`src/rtl/pipeline_ctrl_pkg.sv`:
```
// Shared types and constants for the pipeline controller: memory FSM encoding
// and EX operand forward-select codes.
package pipeline_ctrl_pkg;

  typedef enum logic [1:0] {
    IDLE = 2'd0,
    WAIT = 2'd1,
    DONE = 2'd2
  } mem_state_e;

  localparam logic [1:0] FWD_RF  = 2'd0;
  localparam logic [1:0] FWD_MEM = 2'd1;
  localparam logic [1:0] FWD_WB  = 2'd2;

  // The younger producer (MEM) wins over WB when both write the same register.
  function automatic logic [1:0] fwd_select(input logic [3:0] src,
                                            input logic [3:0] mem_dest,
                                            input logic       mem_wb_en,
                                            input logic [3:0] wb_dest,
                                            input logic       wb_wb_en);
    if (mem_wb_en && (src == mem_dest)) return FWD_MEM;
    else if (wb_wb_en && (src == wb_dest)) return FWD_WB;
    else return FWD_RF;
  endfunction

endpackage

```
`src/rtl/pipeline_ctrl_forwarding.sv`:
```
// forwarding_unit: per-operand EX source selects. Only compiled when
// PIPELINE_CTRL_FORWARDING_EN is defined.
`ifdef PIPELINE_CTRL_FORWARDING_EN
module forwarding_unit
  import pipeline_ctrl_pkg::*;
(
  input  logic [3:0] ex_src1_i,
  input  logic [3:0] ex_src2_i,
  input  logic [3:0] mem_dest_i,
  input  logic       mem_wb_en_i,
  input  logic [3:0] wb_dest_i,
  input  logic       wb_wb_en_i,
  output logic [1:0] sel_src1_o,
  output logic [1:0] sel_src2_o
);

  assign sel_src1_o = fwd_select(ex_src1_i, mem_dest_i, mem_wb_en_i, wb_dest_i, wb_wb_en_i);
  assign sel_src2_o = fwd_select(ex_src2_i, mem_dest_i, mem_wb_en_i, wb_dest_i, wb_wb_en_i);

endmodule
`endif

```
`src/rtl/pipeline_ctrl.sv`:
```
// pipeline_ctrl: RAW-hazard, branch-flush and data-memory stall control for the
// five-stage pipeline. Define PIPELINE_CTRL_FORWARDING_EN to add EX forwarding.
module pipeline_ctrl
  import pipeline_ctrl_pkg::*;
#(
  parameter int unsigned MAX_WAIT = 15
) (
  input  logic       CLK,
  input  logic       RST,
  input  logic [3:0] ID_src1,
  input  logic [3:0] ID_src2,
  input  logic       ID_two_src,
  input  logic [3:0] EX_src1,
  input  logic [3:0] EX_src2,
  input  logic       EXE_WB_EN,
  input  logic       EXE_MEM_R_EN,
  input  logic [3:0] EXE_Dest,
  input  logic       MEM_WB_EN,
  input  logic [3:0] MEM_Dest,
  input  logic       WB_WB_EN,
  input  logic [3:0] WB_Dest,
  input  logic       MEM_req,
  input  logic       SRAM_ready,
  input  logic       Branch_Taken,
  output logic       freeze_IF,
  output logic       freeze_ID,
  output logic       freeze_EX,
  output logic       freeze_MEM,
  output logic       flush_IF,
  output logic       bubble_ID,
  output logic [1:0] sel_src1,
  output logic [1:0] sel_src2,
  output logic       mem_timeout
);

  localparam logic [7:0] MaxWait = 8'(MAX_WAIT);

  mem_state_e state_q, state_d;
  logic [7:0] cnt_q, cnt_d;
  logic       timeout_q, timeout_d;
  logic       memStall;
  logic       rawHazard;
  logic       unusedInputs;

  always_ff @(posedge CLK) begin
    if (!RST) begin
      state_q   <= IDLE;
      cnt_q     <= '0;
      timeout_q <= 1'b0;
    end else begin
      state_q   <= state_d;
      cnt_q     <= cnt_d;
      timeout_q <= timeout_d;
    end
  end

  // The counter includes the IDLE->WAIT request cycle, so it tracks stalled cycles.
  always_comb begin
    state_d = state_q;
    cnt_d   = cnt_q;
    case (state_q)
      IDLE: begin
        cnt_d = '0;
        if (MEM_req) begin
          state_d = WAIT;
          cnt_d   = 8'd1;
        end
      end
      WAIT: begin
        if (SRAM_ready) begin
          state_d = DONE;
          cnt_d   = '0;
        end else if (cnt_q != 8'hFF) begin
          cnt_d = cnt_q + 8'd1;
        end
      end
      DONE: begin
        state_d = IDLE;
        cnt_d   = '0;
      end
      default: begin
        state_d = IDLE;
        cnt_d   = '0;
      end
    endcase
    timeout_d = timeout_q | (cnt_d >= MaxWait);
  end

  assign memStall = MEM_req && (state_q != DONE);

`ifdef PIPELINE_CTRL_FORWARDING_EN
  logic [1:0] fwdSel1, fwdSel2;

  forwarding_unit u_fwd (
    .ex_src1_i   (EX_src1),
    .ex_src2_i   (EX_src2),
    .mem_dest_i  (MEM_Dest),
    .mem_wb_en_i (MEM_WB_EN),
    .wb_dest_i   (WB_Dest),
    .wb_wb_en_i  (WB_WB_EN),
    .sel_src1_o  (fwdSel1),
    .sel_src2_o  (fwdSel2)
  );

  // Only a load in EX cannot be forwarded in time; everything else is bypassed.
  assign rawHazard = EXE_MEM_R_EN &&
                     ((ID_src1 == EXE_Dest) || (ID_two_src && (ID_src2 == EXE_Dest)));
  assign sel_src1     = RST ? fwdSel1 : FWD_RF;
  assign sel_src2     = RST ? fwdSel2 : FWD_RF;
  assign unusedInputs = EXE_WB_EN;
`else
  assign rawHazard = (EXE_WB_EN && (ID_src1 == EXE_Dest)) ||
                     (MEM_WB_EN && (ID_src1 == MEM_Dest)) ||
                     (ID_two_src && ((EXE_WB_EN && (ID_src2 == EXE_Dest)) ||
                                     (MEM_WB_EN && (ID_src2 == MEM_Dest))));
  assign sel_src1     = FWD_RF;
  assign sel_src2     = FWD_RF;
  assign unusedInputs = ^{EX_src1, EX_src2, WB_WB_EN, WB_Dest, EXE_MEM_R_EN};
`endif

  // Memory stall freezes everything and defers branch/hazard actions; a taken
  // branch squashes ID, which makes any hazard on it irrelevant.
  always_comb begin
    freeze_IF  = 1'b0;
    freeze_ID  = 1'b0;
    freeze_EX  = 1'b0;
    freeze_MEM = 1'b0;
    flush_IF   = 1'b0;
    bubble_ID  = 1'b0;
    if (RST) begin
      if (memStall) begin
        freeze_IF  = 1'b1;
        freeze_ID  = 1'b1;
        freeze_EX  = 1'b1;
        freeze_MEM = 1'b1;
      end else if (Branch_Taken) begin
        flush_IF  = 1'b1;
        bubble_ID = 1'b1;
      end else if (rawHazard) begin
        freeze_IF = 1'b1;
        freeze_ID = 1'b1;
        bubble_ID = 1'b1;
      end
    end
  end

  assign mem_timeout = RST & timeout_q;

endmodule

```
`config.mk`:
```
export PLATFORM = sky130hd
export DESIGN_NAME = pipeline_ctrl
export DESIGN_NICKNAME = d
export VERILOG_FILES = /design/src/rtl/pipeline_ctrl_pkg.sv /design/src/rtl/pipeline_ctrl_forwarding.sv /design/src/rtl/pipeline_ctrl.sv
export SDC_FILE = /design/constraint.sdc
export NUM_CORES = 1
export LEC_CHECK = 0
export ABC_AREA = 1
export BUFFER_PORTS_ARGS = -buffer_cell sky130_fd_sc_hd__buf_2
export CAP_MARGIN = 30
export CORE_AREA = 2 2 58 60
export DETAILED_ROUTE_END_ITERATION = 7
export DIE_AREA = 0 0 60 62
export PLACE_DENSITY = 0.66
export SLEW_MARGIN = 20
export SYNTH_ARGS = -nofsm -noshare
export SYNTH_HDL_FRONTEND = slang
export SYNTH_HIERARCHICAL = 1
export SYNTH_SLANG_ARGS = --single-unit
```
`constraint.sdc`:
```
create_clock -name CLK -period 2.1 [get_ports CLK]
set_input_delay 0.21 -clock CLK [delete_from_list [all_inputs] [get_ports CLK]]
set_output_delay 0.21 -clock CLK [all_outputs]
set_load 0.02 [all_outputs]
```
* After elaboration in Yosys (flattened, before gate mapping)
Index checks and enable logic that the tools add are counted.
** Cells by class
- Add/subtract/negate cells :: 1
- Magnitude comparators :: 1
- Eq/ne operators :: 9
- Multiplexer cells :: 19
- Bitwise logic cells :: 2
- Reduce and logical (&&, ||, !) cells :: 11
** Operator list (count)
- == test 4 bit :: 4
- two-way mux 8 bit :: 2
- case mux 8 bit (2 select lines) :: 1
- two-way mux 1 bit :: 13
- adder 8 x 1 -> 8 bit (second input constant) :: 1
- >= comparator 8 x 4 -> 1 bit (second input constant) :: 1
- inequality test 8 bit (second input constant) :: 1
- logical AND 1 bit :: 6
- inequality test 2 bit (second input constant) :: 3
- two-way mux 2 bit :: 2
- case mux 2 bit (2 select lines) :: 1
- logical OR 1 bit :: 3
- == test 2 x 1 -> 1 bit (second input constant) :: 1
- zero test 2 bit :: 1
- AND reduction 2 bit :: 1
- AND 1 bit :: 1
- bitwise OR 1 bit :: 1
** Word-level totals
- Flip-flop bits (word level) :: 11
- Bits of input ports :: 38
- Output and inout bits :: 11
- Logic and storage cells :: 46

* Logic depth before layout (Yosys ltp)
Gate-level depths: netlist of run 1.
- Depth in word-level cells :: 9
- Gate-level depth with buffers :: 11
- Mapped depth without buffers :: 10

* Worst setup path after synthesis of run 1
Ideal clock, no wire load.
- Kind :: in2out
- From :: input port ID_src1[3]
- To :: output port freeze_IF
- Arrival :: 1.098 ns
- Setup slack :: 0.792 ns
- Stages :: 9
- Buffers on the path :: 1
- Cell sequence :: inv_1 -> or2_0 -> nand3_1 -> nor2_1 -> nor2_1 -> nand2_1 -> nand2_1 -> nand2_1 -> buf_4
** On the way
- Cells in the longest elaborated chain, start to end :: 8
** RTL lines
- from (decl) :: RTL line pipeline_ctrl.sv:10 : input logic [3:0] ID_src1,
- == test 4 bit (on tied branches) :: RTL line pipeline_ctrl.sv:112, pipeline_ctrl.sv:113
- logical AND 1 bit (on tied branches) :: RTL line pipeline_ctrl.sv:112, pipeline_ctrl.sv:113
- logical OR 1 bit * :: RTL line pipeline_ctrl.sv:112 : assign rawHazard = (EXE_WB_EN && (ID_src1 == EXE_Dest)) ||
- logical OR 1 bit * :: RTL line pipeline_ctrl.sv:113 : (MEM_WB_EN && (ID_src1 == MEM_Dest)) ||
- two-way mux 1 bit * (4 in series)
- to (decl) :: RTL line pipeline_ctrl.sv:25 : output logic freeze_IF,
Mark *: on every way between the ends. The rest lies on a longest branch, timed or not.

* Worst setup path in the final report of run 1
- From :: register state_q[0]
- To :: output port freeze_IF
** On the way
- Cells in the longest elaborated chain, start to end :: 4
** RTL lines
- from (decl) :: RTL line pipeline_ctrl.sv:38 : mem_state_e state_q, state_d;
- from (signal assigned) :: RTL line pipeline_ctrl.sv:51 : state_q <= state_d;
- inequality test 2 bit :: RTL line pipeline_ctrl.sv:89 : assign memStall = MEM_req && (state_q != DONE);
- logical AND 1 bit :: RTL line pipeline_ctrl.sv:89
- two-way mux 1 bit :: RTL line pipeline_ctrl.sv:131 : if (memStall) begin
- two-way mux 1 bit :: RTL line pipeline_ctrl.sv:130 : if (RST) begin
Every way passes these cells.

==> results of run 1 <==
==> cells by family after synthesis <==
family                   synth area share [%]
AO/OA/AOI/OAI                            6.78
XOR/XNOR                                 2.64
adder cells (fa/ha/maj)                  1.25
buffers and inverters                    16.2
flip-flops                               22.1
other                                   0.376
AND/OR/NAND/NOR                          50.7
==> routing by layer <==
metal	wire length (um)	track usage, %	vias up
met5	0	0	-
met4	14	2.86	0
met3	73	1.45	2
met2	911	19.6	20
met1	968	14.9	419
li1	-	-	578
==> critical path, delay by kind of cell, from the launching register on <==
family / cells / cell delay (ns)
flops: 1 / 0.33
simple gates: 2 / 0.22
buf+inv: 2 / 0.22
compound gates: 1 / 0.28
==> synthesized netlist by cell type, types with 2 or more instances <==
| cell | instances | area [um2] |
|---|---|---|
| nand4_1 | 2 | 12.5 |
| nor2_1 | 23 | 86.3 |
| nand3_1 | 12 | 60.1 |
| nor2_2 | 2 | 12.5 |
| o21ai_0 | 2 | 10.0 |
| or2_0 | 2 | 12.5 |
| buf_4 | 6 | 45.0 |
| nor2_4 | 2 | 22.5 |
| xnor2_1 | 3 | 26.3 |
| dfxtp_1 | 11 | 220 |
| nand2_2 | 3 | 18.8 |
| a21boi_0 | 3 | 22.5 |
| a21oi_1 | 4 | 20.0 |
| inv_1 | 30 | 113 |
| nand2_1 | 57 | 214 |
==> path summary, 6_finish.rpt <==
| check | from | endpoint | slack [ns] | cells after the start |
|---|---|---|---|---|
| min | SRAM_ready | state_q[1] | 0.19 | 3 |
| min reg2reg | state_q[1] | state_q[1] | 0.47 | 1 |
| max | state_q[0] | freeze_IF | 0.56 | 5 |
| max reg2reg | cnt_q[0] | timeout_q | 0.70 | 9 |
==> state kept, by name, indices dropped and copies added (netlist names) <==
| register | count |
|---|---|
| state_q | 2 |
| timeout_q | 1 |
| cnt_q | 8 |
==> power groups by stage <==
stage	combinational [mW]	clock [mW]	sequential [mW]
detailed placement	0.121	0	0.220
floorplan	0.0840	0	0.220
CTS	0.121	0.150	0.216
finish	0.120	0.146	0.216
global placement	0.120	0	0.221
global route	0.139	0.155	0.216
==> stage by stage <==
stage	hold WS (ns)	utilization, %	power, mW	area (um2)
floorplan	0.343	-	0.304	1010
global placement	0.453	36.8	0.341	1170
detailed placement	0.462	36.8	0.341	1170
CTS	0.190	37.7	0.487	1200
global route	0.199	37.7	0.510	1200
finish	0.193	37.7	0.482	1200
==> layout make-up <==
| cell class | instances | area (um2) |
|---|---|---|
| Tap cell | 46 | 57.6 |
| Inverter | 31 | 116 |
| Timing Repair Buffer | 30 | 150 |
| Fill cell | 370 | 1980 |
| Multi-Input combinational cell | 129 | 627 |
| Clock buffer | 4 | 26.3 |
| Sequential cell | 11 | 220 |
==> flow_metrics.py, run 1 <==
metrics = {
    "routing": {
        "drtAntennaViolNets": 0,
        "wl_per_cell_um": 7.84,
        "drt-initial-drc-count": 30,
        "drt_first_pass_iters": 4,
        "finalWirelength_um": 1970,
        "viasPerCell": 4.06,
        "drc": 0,
        "vias": 1019,
    },
    "synth": {
        "synthesis.area_um2": 997,
        "synth-edff-count": 0,
        "synth_cells": 174,
        "synth_ff_type": "dfxtp_1",
        "synth_warnings": 6,
        "async_flop_share_pct": 0,
        "synth_cell_types": 27,
        "ys_seq_elements": 11,
        "syn-mean-instance-area_um2": 5.73,
        "seq_area_frac_synth_pct": 22.1,
    },
    "setup_path": {
        "worstSetupPathType": "reg -> out",
        "worst_path_most_repeated_cell": "nand2_1",
        "slowest_stage": "dfxtp_1",
        "arrival_ns": 1.33,
        "crit_path_max_incr_delay_ns": 0.33,
        "end_kind": "output port",
        "worstPathMaxFanout": 3,
        "cp_cell_sequence": "inv_1 > a21boi_0 > nand2_1 > nand2_1 > buf_2",
        "required_ns": 1.89,
        "start_kind": "register",
    },
    "clock_tree": {
        "ctsHoldBuffers": 0,
        "clock_sinks": 11,
        "cts_tree": "built",
        "worstSkewPairLatency_ns": 0.27,
        "cts_buffers": 3,
        "clkTransAtPathRegs_ns": 0.07,
        "htreeDepth": 1,
        "root_buffer": "clkbuf_4",
        "postCtsSetupRepairBufs": 0,
        "ctsResizeCount": 0,
        "clk_path_buf_depth": 2,
    },
    "pwr": {
        "internal_power_mw": 0.333,
        "sw_frac_of_total_pct": 31.0,
        "seqPwrFrac_pct": 44.7,
        "p_clk_share_pct": 30.4,
        "comb_power_share_pct": 24.9,
        "ir_drop_v": 0.0000950,
        "powerDensity_nw_per_um2": 402,
        "p_leak_nw": 0.706,
        "switching_power_mw": 0.149,
    },
    "placement": {
        "dp_cells": 247,
        "place_ws_ns": 0.700,
        "place_congestion": 0.813,
        "io_buffers": 30,
        "dp_hpwl_um": 1720,
    },
    "grt": {
        "grt-ovfl-total": 0,
        "grt_max_degree": 9,
        "grt_pass1_wl_um": 3310,
        "antenna_found_initial": 0,
        "grt_pass1_vias": 883,
        "grt_usage_pct": 11.3,
    },
    "floorplanning": {
        "die_area_um2": 3720,
        "io_pins": 49,
        "die_w_um": 60,
        "row_count": 21,
        "coreArea_um2": 3180,
        "dieHeight_um": 62,
        "start_util_pct": 31.4,
    },
    "cells_and_area": {
        "syn2layout_area_growth_pct": 20.1,
        "final_cell_mix": "57 x nand2_1, 30 x inv_1, 30 x buf_2, 23 x nor2_1, 12 x nand3_1",
        "antenna_cells": 0,
        "instances_no_fill": 251,
        "layout.cells.most_common": "nand2_1",
        "fin_nets": 245,
        "drive_gt1_share_pct": 21.5,
    },
    "timing": {
        "hold_violations": 0,
        "skew_ns": 0.00128,
        "worst_slack_ns": 0.559,
        "maxSlewViolCount": 0,
        "period_minus_slack_ns": 1.54,
        "fin_tns_setup_ns": 0,
        "setup_viol": 0,
        "rsz0062_at_grt": "false",
        "post-route-period-util_pct": 73.4,
        "max_freq_mhz": 649,
    },
    "flow_run": {
        "drv_cap": 0,
    },
    "worst_hold_path": {
        "hp-class": "in -> reg",
    },
    "run_status": {
        "status": "complete, no violations",
    },
}
(Power assumes the default switching activity.)
==> run 2, diff against run 1 <==
Settings changed: PLACE_DENSITY 0.66 to 0.68.
Clock period 2.1 ns to 1.36 ns, I/O delays scaled along.
==> run 2 against run 1 <==
Clock skew rose by 0.0089 ns. Total power rose by 59%. Cell count rose by 1.6%. Largest power group unchanged. Core utilization rose by 2.9 points. Clock power rose by 56%. First-iteration DRC count fell by 10%. Routed wire length rose by 9.3%.
==> flow_metrics.py, run 2 (synthesis gave the netlist of run 1 again) <==
metrics = {
    "timing": {
        "maxSlewViolCount": 0,
        "post-route-period-util_pct": 94.9,
        "period_minus_slack_ns": 1.29,
        "setup_viol": 0,
        "rsz0062_at_grt": "true",
        "hold_violations": 0,
        "max_freq_mhz": 775,
        "skew_ns": 0.0102,
    },
    "pwr": {
        "powerDensity_nw_per_um2": 593,
        "ir_drop_v": 0.000199,
        "finalPower_mw": 0.765,
        "p_leak_nw": 0.745,
    },
    "cells_and_area": {
        "instances_no_fill": 255,
        "utilization_pct": 40.6,
        "drive_gt1_share_pct": 29.2,
        "antenna_cells": 0,
        "reg_top3": "cnt_q: 8 flops, state_q: 2 flops, timeout_q: 1 flops",
        "layout.cells.most_common": "nand2_1",
        "syn2layout_area_growth_pct": 29.4,
        "largest_reg_flops": 8,
        "fin_nets": 249,
        "final_cell_mix": "54 x nand2_1, 29 x inv_1, 26 x buf_2, 22 x nor2_1, 10 x nand3_1",
        "top_register": "cnt_q",
    },
    "floorplanning": {
        "start_util_pct": 31.4,
        "io_pins": 49,
        "die_w_um": 60,
        "row_count": 21,
        "dieHeight_um": 62,
        "coreArea_um2": 3180,
        "die_area_um2": 3720,
    },
    "grt": {
        "grt_pass1_vias": 1004,
        "grt_pass1_wl_um": 3750,
        "grt-ovfl-total": 0,
        "antenna_found_initial": 0,
        "grt_max_degree": 9,
        "grt_usage_pct": 13.0,
    },
    "placement": {
        "dp_hpwl_um": 1820,
        "place_congestion": 0.812,
        "io_buffers": 30,
        "dp_cells": 251,
    },
    "clock_tree": {
        "clkTransAtPathRegs_ns": 0.08,
        "postCtsSetupRepairBufs": 0,
        "ctsHoldBuffers": 0,
        "root_buffer": "clkbuf_4",
        "htreeDepth": 1,
        "cts_tree": "built",
        "clock_sinks": 11,
        "worstSkewPairLatency_ns": 0.27,
        "clk_path_buf_depth": 2,
        "cts_buffers": 3,
    },
    "setup_path": {
        "cp-endpoint": "freeze_ID",
        "r2r-end": "timeout_q",
        "cp-startpoint": "state_q[0]",
        "worstSetupPathType": "reg -> out",
        "regToRegStartpoint": "cnt_q[1]",
        "start_kind": "register",
        "worstPathMaxFanout": 3,
        "required_ns": 1.22,
        "arrival_ns": 1.15,
        "reg2reg_slack_ns": 0.09,
        "end_kind": "output port",
        "r2r.worst_path.cells": 8,
    },
    "routing": {
        "wl_per_cell_um": 8.43,
        "finalWirelength_um": 2150,
        "drtAntennaViolNets": 0,
        "vias": 1084,
        "viasPerCell": 4.25,
        "drc": 0,
        "drt_first_pass_iters": 4,
        "drt-initial-drc-count": 27,
    },
    "flow_run": {
        "drv_cap": 0,
    },
    "worst_hold_path": {
        "hp-class": "in -> reg",
    },
    "run_status": {
        "status": "complete, no violations",
    },
}
## run 2: cell count changes in the layout (fill, tap and decap cells not counted), sizes merged
cell | previous run | this run
buf | 30 | 34
## run 2: power breakdown
group	switching [mW]	internal, mW
Clock	0.115	0.113
Combinational	0.120	0.0833
Sequential	0.00477	0.329
## run 2: what timing repair did
action	4_1_cts	5_1_grt
gates resized for setup	3	18
pin swaps	0	5
setup endpoints to repair	7	6
## run 2: critical path: stages, from the launching register on
cell and delay (ns):
dfxtp_2 0.33, inv_1 0.06, a21boi_2 0.19, nand2_2 0.09, nand2_2 0.08, buf_4 0.14
## run 2: worst min path at each step
stage                       to  startpoint  cells past startpoint
floorplan            timeout_q         RST                      2
global placement    state_q[1]  SRAM_ready                      3
detailed placement  state_q[1]  SRAM_ready                      3
CTS                 state_q[1]  SRAM_ready                      3
global route        state_q[1]  SRAM_ready                      3
finish              state_q[1]  SRAM_ready                      3
## run 2: cell type report
| type | count | area [um2] |
|---|---|---|
| Fill cell | 347 | 1890 |
| Multi-Input combinational cell | 129 | 676 |
| Sequential cell | 11 | 224 |
| Timing Repair Buffer | 34 | 190 |
| Inverter | 31 | 116 |
| Tap cell | 46 | 57.6 |
| Clock buffer | 4 | 26.3 |
## run 2: through the flow
stage / hold WS [ns] / setup slack, ns / setup TNS, ns / instance area [um2]
floorplan: 0.269 / 0.0982 / 0 / 1010
global placement: 0.404 / 0.00437 / 0 / 1200
detailed placement: 0.403 / 0.00905 / 0 / 1200
CTS: 0.109 / 0.00983 / 0 / 1230
global route: 0.125 / -0.0145 / -0.0251 / 1290
finish: 0.106 / 0.0699 / 0 / 1290
## run 2: routing by layer
metal	track usage [%]	vias to the layer above	wire length, um
li1	-	590	-
met3	1.66	2	107
met4	4.76	0	19
met5	0	-	0
met2	23.8	28	1020
met1	15.7	464	1000
